--- src/rtl/tt_extractor.sv ---
// Sweeps all 128 minterms of a 7-input function-under-test and rebuilds its truth table.
// Also produces the on-set size and a match flag against a reference signature.
//
// state  | meaning
// IDLE   | waiting for start after reset
// SWEEP  | driving minterms and sampling fut_out
// FINISH | one cycle to compare the completed table
// DONE   | results held, start accepted again
module tt_extractor #(
  parameter logic [127:0] EXPECTED_TT = 128'hfeeaeeeafce8ec80fec8e8c0a888a880,
  parameter int           FUT_LAT     = 0
) (
  input  logic         clk,
  input  logic         rst_n,
  input  logic         start,
  output logic [6:0]   fut_x,
  input  logic         fut_out,
  output logic         busy,
  output logic         done,
  output logic [127:0] tt,
  output logic [7:0]   ones_count,
  output logic         match
);

  localparam int WW = (FUT_LAT > 0) ? $clog2(FUT_LAT + 1) : 1;
  localparam logic [WW-1:0] WLOAD = WW'(FUT_LAT);

  typedef enum logic [1:0] {IDLE, SWEEP, FINISH, DONE} state_t;

  state_t        state;
  state_t        state_nxt;
  logic [6:0]    idx;
  logic [WW-1:0] wcnt;
  logic          sample;
  logic          last;
  logic          busy_nxt;
  logic          done_nxt;

  // The settle timer counts down from FUT_LAT; fut_out is valid when it reaches zero.
  assign sample = (state == SWEEP) && (wcnt == '0);
  assign last   = sample && (idx == 7'd127);

  always_ff @(posedge clk or negedge rst_n) begin
    if (!rst_n) begin
      state <= IDLE;
    end else begin
      state <= state_nxt;
    end
  end

  always_comb begin
    state_nxt = state;
    case (state)
      IDLE:    if (start) state_nxt = SWEEP;
      SWEEP:   if (last)  state_nxt = FINISH;
      FINISH:  state_nxt = DONE;
      DONE:    if (start) state_nxt = SWEEP;
      default: state_nxt = IDLE;
    endcase
  end

  always_comb begin
    busy_nxt = (state_nxt == SWEEP);
    done_nxt = (state == FINISH);
  end

  always_ff @(posedge clk or negedge rst_n) begin
    if (!rst_n) begin
      fut_x      <= '0;
      busy       <= 1'b0;
      done       <= 1'b0;
      tt         <= '0;
      ones_count <= '0;
      match      <= 1'b0;
      idx        <= '0;
      wcnt       <= '0;
    end else begin
      busy <= busy_nxt;
      done <= done_nxt;
      case (state)
        IDLE, DONE: begin
          if (start) begin
            idx        <= '0;
            fut_x      <= '0;
            wcnt       <= WLOAD;
            tt         <= '0;
            ones_count <= '0;
            match      <= 1'b0;
          end
        end
        SWEEP: begin
          if (sample) begin
            tt[idx]    <= fut_out;
            ones_count <= ones_count + {7'd0, fut_out};
            if (last) begin
              fut_x <= '0;
            end else begin
              idx   <= idx + 7'd1;
              fut_x <= idx + 7'd1;
              wcnt  <= WLOAD;
            end
          end else begin
            wcnt <= wcnt - {{(WW-1){1'b0}}, 1'b1};
          end
        end
        FINISH: begin
          match <= (tt == EXPECTED_TT);
          fut_x <= '0;
        end
        default: begin
          fut_x <= '0;
        end
      endcase
    end
  end

endmodule

--- config.mk ---
export PLATFORM = sky130hd
export DESIGN_NAME = tt_extractor
export DESIGN_NICKNAME = d
export VERILOG_FILES = /design/src/rtl/tt_extractor.sv
export SDC_FILE = /design/constraint.sdc
export NUM_CORES = 1
export LEC_CHECK = 0
export CAP_MARGIN = 20
export CELL_PAD_IN_SITES_DETAIL_PLACEMENT = 1
export CELL_PAD_IN_SITES_GLOBAL_PLACEMENT = 2
export CORE_MARGIN = 2
export CORE_UTILIZATION = 35
export CTS_CLUSTER_SIZE = 14
export DETAILED_ROUTE_END_ITERATION = 10
export PLACE_DENSITY_LB_ADDON = 0.1
export SYNTH_ARGS = -nofsm -noshare
export SYNTH_HDL_FRONTEND = slang
export SYNTH_SLANG_ARGS = --single-unit
--- constraint.sdc ---
create_clock -name clk -period 5.8 [get_ports clk]
set_input_delay 1.16 -clock clk [delete_from_list [all_inputs] [get_ports clk]]
set_output_delay 1.16 -clock clk [all_outputs]
set_load 0.02 [all_outputs]
==> impl_results.md <==
- Total Routing Usage GR: 24.6%
- Most used DFF post-synth: dfrtp_1
- Max Slew Vio Count: 0
- Worst Skew: ~0.0080 ns
- FP Rows: 53
- Req. time, crit path: approximately 6 ns
- Yosys synthesis warning count: 0
- Worst setup EP type: flop
- Leak: roughly 4.1 nW
- # fillers: 2247
- Die area: about 23000 µm²
- Via total after detailed routing: 6529
- First-pass GRT wire length: between 40000 and 50000 µm
- Status: finished clean
- CTS tree: built
- Hold depth: 2
- R2R setup slack: 2.64 ns
- DRC viols: 0
- Maximum root-to-sink buffer count: 2
- Post-synth EDFFs: 0
- Core ar.: 21000 µm²
- H-tree levels: 4
- Final Non-Filler Cells: 1128
- Hold_sp: fut_x[0]$_DFFE_PN0P_
- DRT iter0 DRCs: 328
- Total Wirelength: 27100 µm
- Flops & latches, synth: approximately 160
- Unrepaired setup endpoints after global routing: false
- Achievable frequency: roughly 290 MHz
- Relative slew margins: between 20% and 30%
- Final core area utilization: approximately 47%
- Placer Congestion: 0.789
- Max FO, Critical Path: 16
- Post-Synthesis Cells: approximately 730
- Critical Path Start Type: input port
- Slowest stage cell, crit path: nor4b_4
- Wirelength per Cell: around 24 µm
- Mapped Area: ~7500 µm²
- Die height: 150 µm
- Ratio of cells with drive above 1 in the final layout: 5.98%
- Final setup fails: 0
- CP cell instances: clkdlybuf4s50_1 > nor2b_4 > or3_1 > nor4b_4 > nand2_1 > mux2i_1
- Fin nets: 849
- Post-CTS setup buffers: 0
- Synth Area per Inst: 10.3 µm²
- Worst Max-Slew Pin Slew: ~1.1 ns
- Crit-path max cell delay: approximately 0.96 ns
- Number of diodes: 0
- Dpl cell area: between 9000 and 10000 µm²
- Hold Fails Final Rpt: 0
- Initial antenna violation count: 0
- Setup TNS: 0 ns
- Critical Path AT: approximately 3.7 ns
- # hold bufs at CTS: 0
- Pin count of the biggest net entering global routing: ~100
- Worst min path class: reg2reg
- Post-synth ARST share: 100%
- Hold_ws: 0.486 ns
- Port bufs: approximately 150
- Critical path class: in2reg
- Total power: ~3.3 mW
- Worst Setup Slack, final: between 2 and 2.5 ns
- Reg2reg start: state[1]$_DFF_PN0_
- Chip width: around 150 µm
- Place WS: 1.93 ns
- Mapped Nets: 738
- Max_cap viols: 0
- Reg-to-reg endpoint: tt[82]$_DFFE_PN0P_
- Vias in the first global route: between 6000 and 7000
- Avg Vias per Cell: approximately 5.8
- Gr ovfl total: 0
- Initial Utilization: 35.7%
- CTS resizes: 0
- Finished Cell Area: 9780 µm²
- Unique masters post-synth: 43
- Post-route minimum period: 3.42 ns
- Worst hold endpoint: fut_x[0]$_DFFE_PN0P_
- CTS buffer count: 17
- # IOs: 150
- 1st-pass router iterations: 5
- Worst-case reg-to-reg path depth: 7
- Worst-path clk slew: about 0.07 ns
- Synth-to-Final Area Change: 30.2%
- Family with the most delay on the worst path: simple AND/OR/NAND/NOR gates
- Register area share after synthesis: between 50 and 60%
- Final HPWL DP: between 15000 and 20000 µm
- Final period utilization: 59.0%
- Dpl cells: about 1100
- Clock Sinks: between 150 and 200
- Root Driver: clkbuf_16
- Bufs and invs on worst path: 1
- Worst skew pair latency: roughly 0.42 ns
- Detail Route Antenna Nets: 0
- VDD IR max: around 170 µV
- Pwr dens: between 300 and 400 nW/µm²
[cell usage after synthesis, types with 4 or more instances]
master,instances,area [µm²]
dfrtp_1,156,3900
nand2_1,125,469
o211ai_1,81,608
o31ai_1,80,601
clkbuf_1,54,203
mux2i_1,48,480
nor2_1,29,109
nand3_1,13,65.1
o21ai_0,13,65.1
nand4_1,11,68.8
nor3_1,11,55.1
buf_2,10,50.1
nor4_1,9,56.3
nand4b_1,8,70.1
nand2b_1,7,43.8
nor4b_1,6,52.6
nor4bb_1,6,60.1
xor2_1,6,52.6
a22o_1,5,43.8
ha_1,5,62.6
nor2b_1,5,31.3
a21o_1,4,30.0
and4b_1,4,40.0
or2_2,4,25.0
[tightest hold or removal path, cell delays in order, from the launching register on]
cell     delay, ns
dfrtp_1       0.34
nand2_1       0.05
o21ai_0       0.06
[final cells by class]
cell class | instances | area [µm²] | area share (%)
sequential | 156 | 3900 | 39.9
clock buffer | 17 | 425 | 4.35
tap | 275 | 344 | 3.52
clock inverter | 15 | 163 | 1.66
timing repair buffer | 158 | 1600 | 16.4
multi-input combinational | 504 | 3330 | 34.1
inverter | 3 | 11.3 | 0.115
[routing by layer]
layer	GRT usage, %	up-vias	part of all wire [%]
met4	5.24	0	1.2
met5	0	-	0
li1	-	2935	-
met2	40.3	145	49
met3	4.82	18	4.3
met1	33.8	3431	45
[worst max-delay path by stage]
stage | from | to | slack (ns) | cells after the start
after global placement | start | tt[82]$_DFFE_PN0P_ | 1.96 | 6
after global routing | start | tt[42]$_DFFE_PN0P_ | 2.22 | 6
after floorplan | start | tt[47]$_DFFE_PN0P_ | 3.19 | 8
after CTS | start | tt[82]$_DFFE_PN0P_ | 2.36 | 6
final | start | tt[82]$_DFFE_PN0P_ | 2.38 | 6
after detailed placement | start | tt[82]$_DFFE_PN0P_ | 1.93 | 6
[power breakdown]
group,switching (mW),total [mW],internal (mW)
registers,0.0982,1.24,1.14
clock network,0.497,1.14,0.643
logic,0.649,0.895,0.246
[cells in the final DEF (no fill, tap or decap), types with 3 or more instances in the layout]
cell type / count
dfrtp_1: 156
nand2_1: 124
nor4b_1: 6
ha_1: 5
nand3_1: 13
xnor2_1: 3
nor2_1: 29
nand4b_1: 8
clkdlybuf4s50_1: 148
clkinv_2: 3
o31ai_1: 80
or4_1: 3
nand2b_1: 7
nor4bb_1: 6
clkbuf_16: 17
nor2b_1: 5
o211ai_1: 81
nor4_1: 9
inv_6: 5
nor3_1: 11
a21o_1: 4
xor2_1: 6
and4b_1: 4
o21ai_0: 13
mux2i_1: 48
inv_1: 3
or2_2: 3
a22o_1: 5
nand4_1: 11
buf_4: 7
[flip-flops by register name, indices dropped and copies added, names as in the netlist]
register    cells
tt            128
ones_count      8
fut_x           7
idx             7
state           2
busy            1
done            1
match           1
wcnt            1
[kinds of logic after synthesis]
family	after synthesis	share of synthesized area, %
AOI/OAI and AO/OA	187	18.3
xor gates and xnor gates	9	1.05
adders and majority gates	5	0.833
buffers and inverters	69	3.77
DFF	156	52.0
muxes	48	6.40
and+or+nand+nor	255	17.6
No activity file was read; power rests on OpenSTA's default activity.
